File: src/rtl/k12a_sequencer.sv
// K12a registered state sequencer: owns the state register, inserts memory wait states with a
// registered write strobe, and arbitrates edge-triggered interrupts at FETCH1/HALT boundaries.

package k12a_pkg;
  typedef enum logic [2:0] {
    STATE_FETCH1 = 3'd0,
    STATE_FETCH2 = 3'd1,
    STATE_FETCH3 = 3'd2,
    STATE_EXEC   = 3'd3,
    STATE_HALT   = 3'd4,
    STATE_IRQ    = 3'd5
  } state_t;
endpackage

module k12a_sequencer
  import k12a_pkg::*;
#(
  parameter int unsigned WAIT_STATES = 2,
  parameter int unsigned IRQ_COUNT   = 4,
  parameter int unsigned SYNC_STAGES = 2
) (
  input  logic                 clock,
  input  logic                 reset_n,
  input  state_t               state_next_req,
  input  logic                 mem_enable,
  input  logic                 mem_write,
  input  logic [IRQ_COUNT-1:0] irq,
  input  logic                 irq_enable,
  output state_t               state,
  output logic                 advance,
  output logic                 async_write,
  output logic                 irq_taken,
  output logic [2:0]           irq_vector,
  output logic [IRQ_COUNT-1:0] irq_pending
);

  if (WAIT_STATES < 2 || WAIT_STATES > 15) begin : gen_bad_wait_states
    $error("k12a_sequencer: WAIT_STATES must be in 2..15");
  end
  if (IRQ_COUNT < 1 || IRQ_COUNT > 8) begin : gen_bad_irq_count
    $error("k12a_sequencer: IRQ_COUNT must be in 1..8");
  end
  if (SYNC_STAGES < 2 || SYNC_STAGES > 3) begin : gen_bad_sync_stages
    $error("k12a_sequencer: SYNC_STAGES must be in 2..3");
  end

  localparam logic [3:0] WaitMax  = 4'(WAIT_STATES);
  localparam logic [3:0] WaitLast = 4'(WAIT_STATES - 1);

  state_t               state_q, state_d;
  logic [3:0]           wait_cnt_q, wait_cnt_d;
  logic                 async_write_q, async_write_d;
  logic [2:0]           irq_vector_q, irq_vector_d;
  logic [IRQ_COUNT-1:0] irq_pending_q, irq_pending_d;
  logic [IRQ_COUNT-1:0] sync_q [SYNC_STAGES];
  logic [IRQ_COUNT-1:0] sync_d [SYNC_STAGES];
  logic [IRQ_COUNT-1:0] edge_q;
  logic [IRQ_COUNT-1:0] irq_rise;
  logic [IRQ_COUNT-1:0] take_mask;
  logic [2:0]           take_index;
  logic                 take_irq;
  state_t               state_sel;

  assign advance  = ~mem_enable | (wait_cnt_q == WaitMax);
  assign irq_rise = sync_q[SYNC_STAGES-1] & ~edge_q;

  always_comb begin
    sync_d[0] = irq;
    for (int k = 1; k < SYNC_STAGES; k++) begin
      sync_d[k] = sync_q[k-1];
    end
  end

  // Lowest-index pending line wins; descending scan lets the last match overwrite.
  always_comb begin
    take_index = 3'd0;
    take_mask  = '0;
    for (int i = IRQ_COUNT - 1; i >= 0; i--) begin
      if (irq_pending_q[i]) begin
        take_index   = 3'(i);
        take_mask    = '0;
        take_mask[i] = 1'b1;
      end
    end
  end

  always_comb begin
    state_sel = state_next_req;
    if (state_q == STATE_IRQ) begin
      state_sel = STATE_FETCH1;
    end else if (state_q == STATE_HALT && irq_pending_q != '0) begin
      state_sel = irq_enable ? STATE_IRQ : STATE_FETCH1;
    end else if (state_next_req == STATE_FETCH1 && irq_enable && irq_pending_q != '0) begin
      state_sel = STATE_IRQ;
    end
  end

  always_comb begin
    state_d       = state_q;
    wait_cnt_d    = wait_cnt_q;
    async_write_d = async_write_q;
    irq_vector_d  = irq_vector_q;
    take_irq      = 1'b0;

    if (advance) begin
      state_d    = state_sel;
      wait_cnt_d = 4'd0;
      take_irq   = (state_sel == STATE_IRQ) && (state_q != STATE_IRQ);
    end else begin
      wait_cnt_d = wait_cnt_q + 4'd1;
    end

    // Strobe spans wait_cnt 1..WAIT_STATES-1, leaving one cycle of setup and one of hold.
    if (mem_enable && mem_write && wait_cnt_q == 4'd0) begin
      async_write_d = 1'b1;
    end else if (!mem_enable || wait_cnt_q >= WaitLast) begin
      async_write_d = 1'b0;
    end

    irq_pending_d = irq_pending_q | irq_rise;
    if (take_irq) begin
      irq_vector_d  = take_index;
      irq_pending_d = (irq_pending_q & ~take_mask) | irq_rise;
    end
  end

  always_ff @(posedge clock or negedge reset_n) begin
    if (!reset_n) begin
      state_q       <= STATE_FETCH1;
      wait_cnt_q    <= 4'd0;
      async_write_q <= 1'b0;
      irq_vector_q  <= 3'd0;
      irq_pending_q <= '0;
      edge_q        <= '0;
      for (int k = 0; k < SYNC_STAGES; k++) begin
        sync_q[k] <= '0;
      end
    end else begin
      state_q       <= state_d;
      wait_cnt_q    <= wait_cnt_d;
      async_write_q <= async_write_d;
      irq_vector_q  <= irq_vector_d;
      irq_pending_q <= irq_pending_d;
      edge_q        <= sync_q[SYNC_STAGES-1];
      for (int k = 0; k < SYNC_STAGES; k++) begin
        sync_q[k] <= sync_d[k];
      end
    end
  end

  assign state       = state_q;
  assign async_write = async_write_q;
  assign irq_taken   = (state_q == STATE_IRQ);
  assign irq_vector  = irq_vector_q;
  assign irq_pending = irq_pending_q;

endmodule

File: config.mk
export PLATFORM = sky130hd
export DESIGN_NAME = k12a_sequencer
export DESIGN_NICKNAME = d
export VERILOG_FILES = /design/src/rtl/k12a_sequencer.sv
export SDC_FILE = /design/constraint.sdc
export NUM_CORES = 1
export LEC_CHECK = 0
export ABC_AREA = 1
export CORE_ASPECT_RATIO = 1.2
export CORE_MARGIN = 3
export CORE_UTILIZATION = 49
export DETAILED_ROUTE_END_ITERATION = 16
export PLACE_DENSITY = 0.78
export RECOVER_POWER = 100
export SYNTH_ARGS = -nofsm -noshare
export SYNTH_HDL_FRONTEND = slang
export SYNTH_SLANG_ARGS = --single-unit
File: constraint.sdc
create_clock -name clock -period 1.7 [get_ports clock]
set_clock_uncertainty 0.15 [all_clocks]
set_input_delay 0.17 -clock clock [delete_from_list [all_inputs] [get_ports clock]]
set_output_delay 0.17 -clock clock [all_outputs]
set_load 0.02 [all_outputs]
* After elaboration in Yosys (flattened, before gate mapping)
Index checks and enable logic that the tools add are counted.
** Word-level totals
- Output and inout port bits :: 13
- Input bits :: 12
- Word-level logic and storage cells :: 52
- Bits in registers :: 27
** Operators by class
- Multiplexer cells :: 17
- Reductions and logical operators :: 12
- Bitwise logic cells :: 8
- Order comparisons :: 1
- Equal/unequal tests :: 5
- Add/subtract/negate cells :: 1
** Operators by type and width (number)
- $mux W4 :: 6
- $mux W3 :: 7
- $eq A3 B3 Y1 const B :: 3
- $and A4 B4 Y4 :: 2
- $not A4 Y4 :: 2
- $or A4 B4 Y4 :: 2
- $logic_and A1 B1 Y1 :: 6
- $add A4 B1 Y4 const B :: 1
- $eq A4 B2 Y1 const B :: 1
- $ge A4 B1 Y1 const B :: 1
- $logic_not A4 Y1 :: 1
- $reduce_bool A4 Y1 :: 1
- $logic_not A3 Y1 :: 1
- $mux W1 :: 3
- $ne A3 B3 Y1 const B :: 1
- $mux W2 :: 1
- $reduce_bool A2 Y1 :: 1
- $logic_not A1 Y1 :: 1
- $logic_or A1 B1 Y1 :: 1
- $not A1 Y1 :: 1
- $or A1 B1 Y1 :: 1

* Depth between registers and ports, before layout
- Depth in word-level cells :: 10
- Gate-level depth with buffers :: 11
- Depth with buffers taken out :: 11

* Worst setup path before layout
No wires, ideal clock.
- Path type :: register to register
- Start :: register state_q[1], in the netlist state[1]
- End :: register irq_vector_q[0], in the netlist irq_vector[0]
- Slack :: 0.025 ns
- Arrival time :: 1.407 ns
- Period minus slack after synthesis :: 1.675 ns
- Path buffers :: 0
- Library setup time :: 0.117 ns
- Stages on the path, launching flop included :: 11
- Data required time :: 1.433 ns
- Cell sequence :: dfrtp_1 > inv_1 > nand2_1 > nor2_2 > nor2_1 > nand2_1 > nand3_4 > nor2_8 > inv_2 > nand2_1 > nand2_1
** On the way
- Elaborated cells between the ends (all ways) :: 9
- Classes of those cells :: eq/ne: 4; mux: 3; reduce/logical: 2
** RTL lines
- from (decl) :: line 50 : state_t state_q, state_d;
- from (signal assigned) :: line 139 : state_q <= state_d;
- $eq A3 B3 Y1
- via irq_taken :: line 32 : output logic irq_taken,
- $mux W3 :: line 89 : if (state_q == STATE_IRQ) begin
- $eq A3 B3 Y1 :: line 108 : take_irq = (state_sel == STATE_IRQ) && (state_q != STATE_IRQ);
- $logic_and A1 B1 Y1 :: line 108
- $mux W1 :: line 105 : if (advance) begin
- to (signal assigned) :: line 142 : irq_vector_q <= irq_vector_d;
- to (decl) :: line 53 : logic [2:0] irq_vector_q, irq_vector_d;
The timed path passes the listed nets, and every way through them passes these cells.
A chain may end at the register's enable or synchronous reset.

* Worst setup path after layout
- Start :: register irq_vector_q[1], in the netlist irq_vector[1]
- End :: output irq_vector[1]
** RTL lines
- to (decl) :: line 33 : output logic [2:0] irq_vector,
No word-level cell between the ends.

==> flow_summary.toml <==
[power]
p_leak_nw = 0.780
ir_worst_vdd_uv = 941
p_per_area_nw_per_um2 = 1390
power_w = 0.00211

[sta]
tightest_slew_ns = 0.611
rsz0062_at_grt = "yes"
max_freq_mhz = 609
final.setup.tns_ns = 0
slew_violations = 0
hold_slack_ns = 0.216
hold_viol = 0
post-route-min-period_ns = 1.64
relSlewSlack = 0.593
setup-violations-final = 0
period_share = 0.967

[placement]
dpl_cell_area_um2 = 1450
port_buffers = 23
gp_congestion = 0.805
dpl.hpwl_um = 1460

[finish]
final_layout_size_suffix_gt1_frac = 0.196
diodes = 0
fin_nets = 170
areaGrowthSynthToFinish_pct = 32.9
utilization = 0.708
layout_common_cells = "dfrtp_1, nand2_1, inv_1"
stdcell_area_um2 = 1520
final_common_cell = "dfrtp_1"

[setup_path]
cp_slowest_cell = "clkdlybuf4s50_1"
crit_required_ns = 1.38
end_kind = "output pin"
cpPeakStageDelay_ns = 0.62
crit_path_max_fanout = 2
worst_ep_arrival_time_ns = 1.32
cp_cell_sequence = "clkdlybuf4s50_1"
worstSetupStartpointType = "flip-flop"
critPathTopFamily = "buffers and inverters"
crit_buf_inv = 1
worstSetupPathType = "reg -> out"

[floorplanning]
rows = 18
start_util = 0.533
die_area_um2 = 2940
die_h_um = 58.8
die_w_um = 50.0
fp.coreArea_um2 = 2140
io_pins = 25

[global_route]
track_usage = 0.146
overflow = 0
grt_max_degree = 27
grt_pass1_wl_um = 3330
grt_antenna_before_repair = 0
grt_pass1_vias = 844

[clock_network]
cts_buffers = 3
clkTransAtPathRegs_ns = 0.14
cts_root_buffer = "clkbuf_4"
worstSkewPairLatency_ns = 0.32
clockBufferDepth = 2
cts_tree = "built"
htreeDepth = 1
clock-sinks = 26

[route]
wl_met3_um = 76
wl_met1_um = 765
totalWireLength_um = 1850
post-route-drc-count = 0
ant_nets = 0
avgRoutedWirePerCell_um = 10.1
via_per_inst = 4.60
drtPass1Iterations = 4
vias = 841
maxUsedRoutingLayer = "met4"
wl_met2_um = 990
drt_iter0_markers = 11

[synth]
synth.avg_cell_area_um2 = 9.50
synth.distinct_cells = 23
syn_area_um2 = 1140
syn_inst = 120
ys_seq_area_frac = 0.571
synth_nets = 136
synth_seq_cells = 26
yosys_warnings = 0

[flow_run]
cap_violations = 0

[min_path]
hp-class = "in -> async"

[run_status]
outcome = "finished clean"
## through the flow
| stage | worst slack [ns] | std cells |
|---|---|---|
| 6_report | 0.0568 | 183 |
| 3_5_place_dp | -0.0459 | 178 |
| 3_3_place_gp | -0.0227 | 178 |
| 5_1_grt | -0.00502 | 183 |
| 4_1_cts | 0.00227 | 182 |
| 2_1_floorplan | 0.0252 | 120 |
## Yosys cell counts
library cell	count	area, um2
a21oi_1	2	10.0
a21oi_2	1	8.76
a31oi_1	1	6.26
buf_4	1	7.51
conb_1	1	3.75
dfrtp_1	26	651
ha_1	4	50.1
inv_1	21	78.8
inv_2	2	7.51
nand2_1	23	86.3
nand2_2	3	18.8
nand2_4	1	11.3
nand3_1	8	40.0
nand3_4	1	17.5
nor2_1	11	41.3
nor2_2	2	12.5
nor2_4	1	11.3
nor2_8	1	20.0
nor3_1	1	5.00
o21ai_0	6	30.0
o21ai_1	1	5.00
xnor2_1	1	8.76
xor2_1	1	8.76
## cell type report
| cell class | instances | area, um2 |
|---|---|---|
| multi-input combinational | 70 | 418 |
| fill | 169 | 624 |
| clock buffer | 3 | 22.5 |
| sequential | 26 | 651 |
| tap | 30 | 37.5 |
| inverter | 23 | 86.3 |
| timing repair buffer | 30 | 270 |
| clock inverter | 1 | 30.0 |
## routing by layer
layer,GRT usage,vias up
li1,-,431
met1,0.161,389
met2,0.269,19
met3,0.0329,2
met4,0.0593,0
met5,0,-
## power breakdown
group	internal, W	switching [W]	total, W
Sequential	0.000737	0.0000921	0.000829
Clock	0.000239	0.000178	0.000417
Combinational	0.000354	0.000513	0.000867
Total	0.00133	0.000783	0.00211
## sequential cells by signal, summed over array words and instances (netlist names)
| signal | cells |
|---|---|
| edge_q | 4 |
| irq_pending | 4 |
| sync_d | 4 |
| sync_q | 4 |
| wait_cnt_q | 4 |
| state | 3 |
| irq_vector | 2 |
| async_write | 1 |
## cells by family after synthesis
family	Yosys count	synth area share
and+or+nand+nor	52	0.232
adders and majority gates	4	0.0439
DFF	26	0.571
other	1	0.00329
xor gates and xnor gates	2	0.0154
AOI/OAI and AO/OA	11	0.0527
buffers and inverters	24	0.0823
## worst paths after layout
path / from / endpoint / slack, ns / depth (start not counted)
setup / recovery: irq_vector[1] / irq_vector[1] / 0.06 / 1
min in group clock: sync_d[1] / sync_q[1] / 0.22 / 0
hold reg to reg: sync_d[1] / sync_q[1] / 0.22 / 0
setup reg to reg: wait_cnt_q[0] / irq_vector[0] / 0.14 / 10
hold / removal: reset_n / irq_vector[0] / 0.22 / 2
max in group asynchronous: reset_n / wait_cnt_q[0] / 0.78 / 2
## timing repair
item                       in CTS  in global routing
setup buffers                   0                  1
pin swaps                       0                  1
setup endpoints to repair       5                 10
gates resized for setup         9                 12
hold buffers                    0                  0
(Power assumes the default switching activity.)
